File: src/rtl/udma_tx_arb_pkg.sv
// Shared types and helpers for the uDMA TX channel arbiter.
// Holds the FSM state enum, the ID width function and the beat bundle.
package udma_tx_arb_pkg;

  typedef enum logic {
    IDLE  = 1'b0,
    BURST = 1'b1
  } arb_state_e;

  // Width of an index into n items, never below one bit.
  function automatic int id_w(input int n);
    return (n < 2) ? 1 : $clog2(n);
  endfunction

  localparam int DEF_N_CH   = 4;
  localparam int DEF_DATA_W = 32;
  localparam int DEF_ID_W   = id_w(DEF_N_CH);

  // Beat as seen by the dc-fifo for the default channel count and width.
  typedef struct packed {
    logic [DEF_ID_W-1:0]   id;
    logic [DEF_DATA_W-1:0] data;
  } beat_t;

endpackage

File: src/rtl/udma_rr_pick.sv
// Rotate-priority encoder: first set request at or after i_ptr, modulo N.
// Ports: i_req (requests), i_ptr (start index), o_idx (winner), o_found.
module udma_rr_pick #(
  parameter int N  = 4,
  parameter int IW = 2
) (
  input  logic [N-1:0]  i_req,
  input  logic [IW-1:0] i_ptr,
  output logic [IW-1:0] o_idx,
  output logic          o_found
);

  // Walk offsets from farthest to nearest so the nearest set bit wins.
  always_comb begin
    o_idx   = '0;
    o_found = 1'b0;
    for (int i = N - 1; i >= 0; i--) begin
      if (i_req[(int'(i_ptr) + i) % N]) begin
        o_idx   = IW'((int'(i_ptr) + i) % N);
        o_found = 1'b1;
      end
    end
  end

endmodule

File: src/rtl/udma_cdc_tx_arbiter.sv
// Round-robin burst-locked arbiter feeding one dc-fifo source port.
// Ports: clk_i/rstn_i, cfg_en_i, ch_{data,last,valid}_i, ch_ready_o,
//   fifo_{data,valid}_o, fifo_ready_i, busy_o, grant_id_o.
// Option: UDMA_TX_ARB_PRIO_EN gives channel 0 fixed priority in IDLE.
module udma_cdc_tx_arbiter
  import udma_tx_arb_pkg::*;
#(
  parameter  int N_CH       = 4,
  parameter  int DATA_WIDTH = 32,
  parameter  int MAX_BURST  = 4,
  localparam int ID_W       = id_w(N_CH)
) (
  input  logic                          clk_i,
  input  logic                          rstn_i,
  input  logic                          cfg_en_i,
  input  logic [N_CH-1:0][DATA_WIDTH-1:0] ch_data_i,
  input  logic [N_CH-1:0]               ch_last_i,
  input  logic [N_CH-1:0]               ch_valid_i,
  output logic [N_CH-1:0]               ch_ready_o,
  output logic [ID_W+DATA_WIDTH-1:0]    fifo_data_o,
  output logic                          fifo_valid_o,
  input  logic                          fifo_ready_i,
  output logic                          busy_o,
  output logic [ID_W-1:0]               grant_id_o
);

  localparam int CNT_W = id_w(MAX_BURST);

  arb_state_e r_state;
  logic [ID_W-1:0] r_grant;
  logic [ID_W-1:0] r_rr_ptr;
  logic [CNT_W-1:0] r_beat_cnt;
  logic r_out_valid;
  logic [ID_W+DATA_WIDTH-1:0] r_out_data;

  logic [ID_W-1:0] w_pick_idx;
  logic w_pick_found;
  logic [ID_W-1:0] w_win_idx;
  logic w_win_found;
  logic w_load_ok;
  logic w_slot;
  logic w_g_valid;
  logic w_g_last;
  logic w_accept;
  logic w_last_beat;
  logic w_end;
  logic w_upd_ptr;
  logic [ID_W-1:0] w_next_ptr;

  udma_rr_pick #(
    .N  (N_CH),
    .IW (ID_W)
  ) u_pick (
    .i_req   (ch_valid_i),
    .i_ptr   (r_rr_ptr),
    .o_idx   (w_pick_idx),
    .o_found (w_pick_found)
  );

`ifdef UDMA_TX_ARB_PRIO_EN
  // Channel 0 bypasses the rotation and never advances the pointer.
  assign w_win_idx   = ch_valid_i[0] ? '0 : w_pick_idx;
  assign w_win_found = w_pick_found;
  assign w_upd_ptr   = (r_grant != '0);
`else
  assign w_win_idx   = w_pick_idx;
  assign w_win_found = w_pick_found;
  assign w_upd_ptr   = 1'b1;
`endif

  // Output slot is free when empty or being drained this cycle.
  assign w_load_ok = ~r_out_valid | fifo_ready_i;
  assign w_slot    = (r_state == BURST) & w_load_ok;
  assign w_g_valid = ch_valid_i[r_grant];
  assign w_g_last  = ch_last_i[r_grant];
  assign w_accept  = w_slot & w_g_valid;

  assign w_last_beat =
    w_g_last | (r_beat_cnt == CNT_W'(MAX_BURST - 1));

  // A slot with no valid beat from the owner also closes the burst.
  assign w_end = w_slot & (~w_g_valid | w_last_beat);

  assign w_next_ptr = (r_grant == ID_W'(N_CH - 1))
                    ? '0
                    : r_grant + ID_W'(1);

  always_comb begin
    ch_ready_o = '0;
    if (w_slot) ch_ready_o[r_grant] = 1'b1;
  end

  always_ff @(posedge clk_i or negedge rstn_i) begin
    if (!rstn_i) begin
      r_state     <= IDLE;
      r_grant     <= '0;
      r_rr_ptr    <= '0;
      r_beat_cnt  <= '0;
      r_out_valid <= 1'b0;
      r_out_data  <= '0;
    end else begin
      if (w_load_ok) begin
        r_out_valid <= w_accept;
        if (w_accept) begin
          r_out_data <= {r_grant, ch_data_i[r_grant]};
        end
      end
      unique case (r_state)
        IDLE: begin
          if (cfg_en_i & w_win_found) begin
            r_grant    <= w_win_idx;
            r_beat_cnt <= '0;
            r_state    <= BURST;
          end
        end
        BURST: begin
          if (w_accept) begin
            r_beat_cnt <= r_beat_cnt + CNT_W'(1);
          end
          if (w_end) begin
            r_state    <= IDLE;
            r_beat_cnt <= '0;
            if (w_upd_ptr) r_rr_ptr <= w_next_ptr;
          end
        end
        default: r_state <= IDLE;
      endcase
    end
  end

  assign fifo_valid_o = r_out_valid;
  assign fifo_data_o  = r_out_data;
  assign busy_o       = (r_state == BURST) | r_out_valid;
  assign grant_id_o   = r_grant;

endmodule

File: config.mk
export PLATFORM = sky130hd
export DESIGN_NAME = udma_cdc_tx_arbiter
export DESIGN_NICKNAME = d
export VERILOG_FILES = /design/src/rtl/udma_tx_arb_pkg.sv /design/src/rtl/udma_rr_pick.sv /design/src/rtl/udma_cdc_tx_arbiter.sv
export SDC_FILE = /design/constraint.sdc
export NUM_CORES = 1
export LEC_CHECK = 0
export BUFFER_PORTS_ARGS = -buffer_cell sky130_fd_sc_hd__buf_4
export CAP_MARGIN = 40
export CORE_MARGIN = 2
export CORE_UTILIZATION = 46
export CTS_CLUSTER_DIAMETER = 60
export DETAILED_ROUTE_END_ITERATION = 8
export PLACE_DENSITY = 0.95
export SYNTH_ARGS = -nofsm -noshare
export SYNTH_HDL_FRONTEND = slang
export SYNTH_SLANG_ARGS = --single-unit
File: constraint.sdc
create_clock -name clk_i -period 2.9 [get_ports clk_i]
set_input_delay 0.435 -clock clk_i [delete_from_list [all_inputs] [get_ports clk_i]]
set_output_delay 0.435 -clock clk_i [all_outputs]
set_load 0.01 [all_outputs]
==> out/summary.md <==
The run finished with clean final reports. Relative to the synthesized area, the layout overhead comes to 55.54%. Between clock sinks in the finished design, the worst skew comes to 0.01108 ns.

The first TritonRoute pass finished after 4 iterations. The first global-routing pass estimated 11760 um of wire. The final-layout fill cell count is 416.

The number of nets handed over by synthesis was 317. The share of synthesized area in the top cell type comes to 38.46%. In this run, post-CTS repair resized a total of 0 instances. Global routing finished with a remaining overflow of 0. The detailed-route vias per instance is 5.435. TritonCTS built the clock tree. Number of enable-type register cells in the synthesized netlist: 0.

The final layout contains 499 nets. Routability-driven placement finished with a final weighted congestion of 0.8916. IR analysis of the VDD net gives a maximum drop of 565.3 uV. The run gives 108 as the violation count after the first detailed-route iteration. For the number of pins exceeding their max-slew limit in the final report, the log shows 0. The post-cts hold buffer count was 0; the CTS buffer count was 5. The clock slew at the register clock pins of the worst setup and hold paths came out at 0.09 ns.

After floorplanning, the core was divided into 28 placement rows. Post-CTS setup-driven buffer insertion count: 0. The clock passes through at most 2 buffers. For the total number of vias, the log shows 2337. The per-cell routed wire length works out to 18.56 um. The worst pin sits at a relative slew slack of 64.29%. Routed length on met3: 714 um.

The die is 81.08 um tall. The core region is 0.005816 mm^2. The sequential cell area fraction in the yosys report was 38.46%. Die boundary width: 81.08 um. For this block, the routed nets add up to 7982 um of wire.

The tools report the remaining design rule violation count as 0. For the initial antenna violation count, the log shows 0. The tightest hold path in the finished design has a slack of 0.1135 ns.

The fraction of layout instances using a drive strength above 1 came out at 75.49%. In the synthesized netlist the dominant register cell turns out to be sky130_fd_sc_hd__dfrtp_1. The number of antenna diodes in the final layout is 0. The floorplan step defined a die boundary enclosing 0.006573 mm^2.

In this run the power density over the cells is 952.2 mW/mm^2. Based on the critical path, the design can be clocked at up to 0.4695 GHz. During synthesis, Yosys emitted a total of 0 warnings. The count of nets left with antenna violations once routing finished came out at 0. The type of the setup path with the least slack is register to register. The endpoint required time on the critical path was 3.07 ns.

The top routing layer in use is met4. The tools report the final standard cell utilization of the core as 73.09%. Sorting the synthesized cells by area gives the leading types as sky130_fd_sc_hd__dfrtp_1 (38%), sky130_fd_sc_hd__mux4_2 (26%), sky130_fd_sc_hd__mux2_4 (16%). The tool flagged a number of max-cap violations equal to 0.

The half-perimeter wire length after placement came out at 6448 um. In this run the static leakage power is 2.087 nW. During placement, the flow inserted port buffers numbering 181. The most common cell after layout, fill and taps aside is sky130_fd_sc_hd__buf_4. Setup repair after global routing left no endpoint under its margin. The final period demand of the worst path was 2.130 ns; the total count of hold-check failures in the final report was 0. The area of the mapped netlist was 0.002733 mm^2; the number of flip-flops and latches in the synthesized netlist was 42. The cell taking the most area after synthesis is sky130_fd_sc_hd__dfrtp_1.

Leaving out fill and tap cells, the most frequent cells in the layout are sky130_fd_sc_hd__buf_4 (186), sky130_fd_sc_hd__dfrtp_1 (40), sky130_fd_sc_hd__mux4_2 (32). The worst setup path is captured at a register. For the final routed database, the setup TNS stands at 0 ns.

For this design the top-level I/O count stands at 182. The maximum number of pins on one net before global-route repair came out at 43. After technology mapping, the gate count stands at 172. For the pin with the worst max-slew slack, the measured transition is 0.5356 ns. Counting flops with an async set or reset pin after synthesis yields a share of 100.0%.

Global routing used 24.01% of the available tracks. Clock tree synthesis found a total of 42 sinks. The logs give 4433 um for the met2 routed wirelength and 35 for the count of unique library cells instantiated by Yosys. The initial utilization of the core area, before any placement, comes to 46.99%.

The logs give 2716 um for the routed metal-1 wirelength and 4.047 mW for the post-route total power. The number of global-route vias before repair is 2462, and the average cell area after synthesis is 15.89 um^2. STA puts the critical path data arrival time at 2.30 ns. The largest fanout on the critical path came out at 26.

The worst setup path is launched from a register. Number of H-tree levels: 2. The clock reaches the later pin of the worst-skew pair after 0.30 ns. The number of setup violations in the final report is 0. In this run the worst hold path is classified as input pin to async pin. The worst path uses 73.45% of the clock period.

The cell sitting at the root of the clock tree is a sky130_fd_sc_hd__clkbuf_8.
final timing paths:
| kind | cells after the start | endpoint | from | slack, ns |
|---|---|---|---|---|
| min reg2reg | 1 | r_beat_cnt[0] | r_beat_cnt[0] | 0.51 |
| max reg2reg | 3 | fifo_data_o[3] | grant_id_o[0] | 0.77 |
| min | 1 | fifo_data_o[23] | rstn_i | 0.11 |
| max in group asynchronous | 1 | grant_id_o[1] | rstn_i | 2.38 |
| min in group clk_i | 3 | r_state | cfg_en_i | 0.43 |
| max | 3 | fifo_data_o[3] | grant_id_o[0] | 0.77 |
final cells by class:
| class | instances | area, um^2 | area share, % |
|---|---|---|---|
| well taps | 75 | 93.84 | 2.208 |
| repair buffers | 186 | 1396 | 32.85 |
| multi-input cells | 114 | 1578 | 37.12 |
| clock inverters | 2 | 37.54 | 0.8831 |
| flip-flops and latches | 42 | 1054 | 24.79 |
| inverters | 5 | 18.77 | 0.4416 |
| clock buffers | 6 | 72.57 | 1.707 |
synth_stat cells, types with 3 or more instances:
| cell | number |
|---|---|
| sky130_fd_sc_hd__buf_6 | 4 |
| sky130_fd_sc_hd__nand2b_1 | 4 |
| sky130_fd_sc_hd__dfrtp_1 | 42 |
| sky130_fd_sc_hd__inv_1 | 5 |
| sky130_fd_sc_hd__buf_4 | 3 |
| sky130_fd_sc_hd__mux4_2 | 32 |
| sky130_fd_sc_hd__mux2_2 | 6 |
| sky130_fd_sc_hd__ha_1 | 5 |
| sky130_fd_sc_hd__nand2_1 | 5 |
| sky130_fd_sc_hd__and3_1 | 4 |
| sky130_fd_sc_hd__a21oi_1 | 3 |
| sky130_fd_sc_hd__o22ai_1 | 3 |
| sky130_fd_sc_hd__mux2_4 | 29 |
| sky130_fd_sc_hd__o21ai_0 | 3 |
per-stage QoR:
step | cell area, um^2 | std cells | setup slack (ns)
detailed placement | 4140 | 422 | 0.7244
floorplan | 2733 | 172 | 1.147
CTS | 4250 | 430 | 0.7203
global route | 4250 | 430 | 0.6069
finish | 4250 | 430 | 0.7700
global placement | 4140 | 422 | 0.8019
power by group:
group          total [mW]  internal [mW]  switching (mW)  leakage [nW]
Clock               0.463          0.257           0.206        0.0514
Sequential           1.15          0.893           0.253         0.498
Combinational        2.44           1.51           0.931          1.54
Total                4.05           2.66            1.39          2.09
layer usage:
metal  vias up  track usage [%]
li1       1048                -
met1      1156            27.41
met2       122            44.88
met3        11            5.556
met4         0            6.441
met5         -                0
state kept, by name, summed over array words and instances (netlist names):
register and cells:
r_state 1, grant_id_o 2, fifo_data_o 34, fifo_valid_o 1, r_rr_ptr 2, r_beat_cnt 2
critical path, cell delays in order, from the launching register on:
cell and delay [ns]:
sky130_fd_sc_hd__dfrtp_2 0.64, sky130_fd_sc_hd__buf_4 0.51, sky130_fd_sc_hd__mux4_2 0.58, sky130_fd_sc_hd__mux2_4 0.28
cell families (layout without fill, tap and decap cells):
group	count (synthesis)	after routing	share of synthesized area (%)
fa+ha+maj	5	5	2.289
buf+inv	16	199	3.800
compound gates	16	16	4.075
simple gates	23	23	5.311
flops	42	42	38.46
mux	70	70	46.06
(Power assumes the default switching activity.)
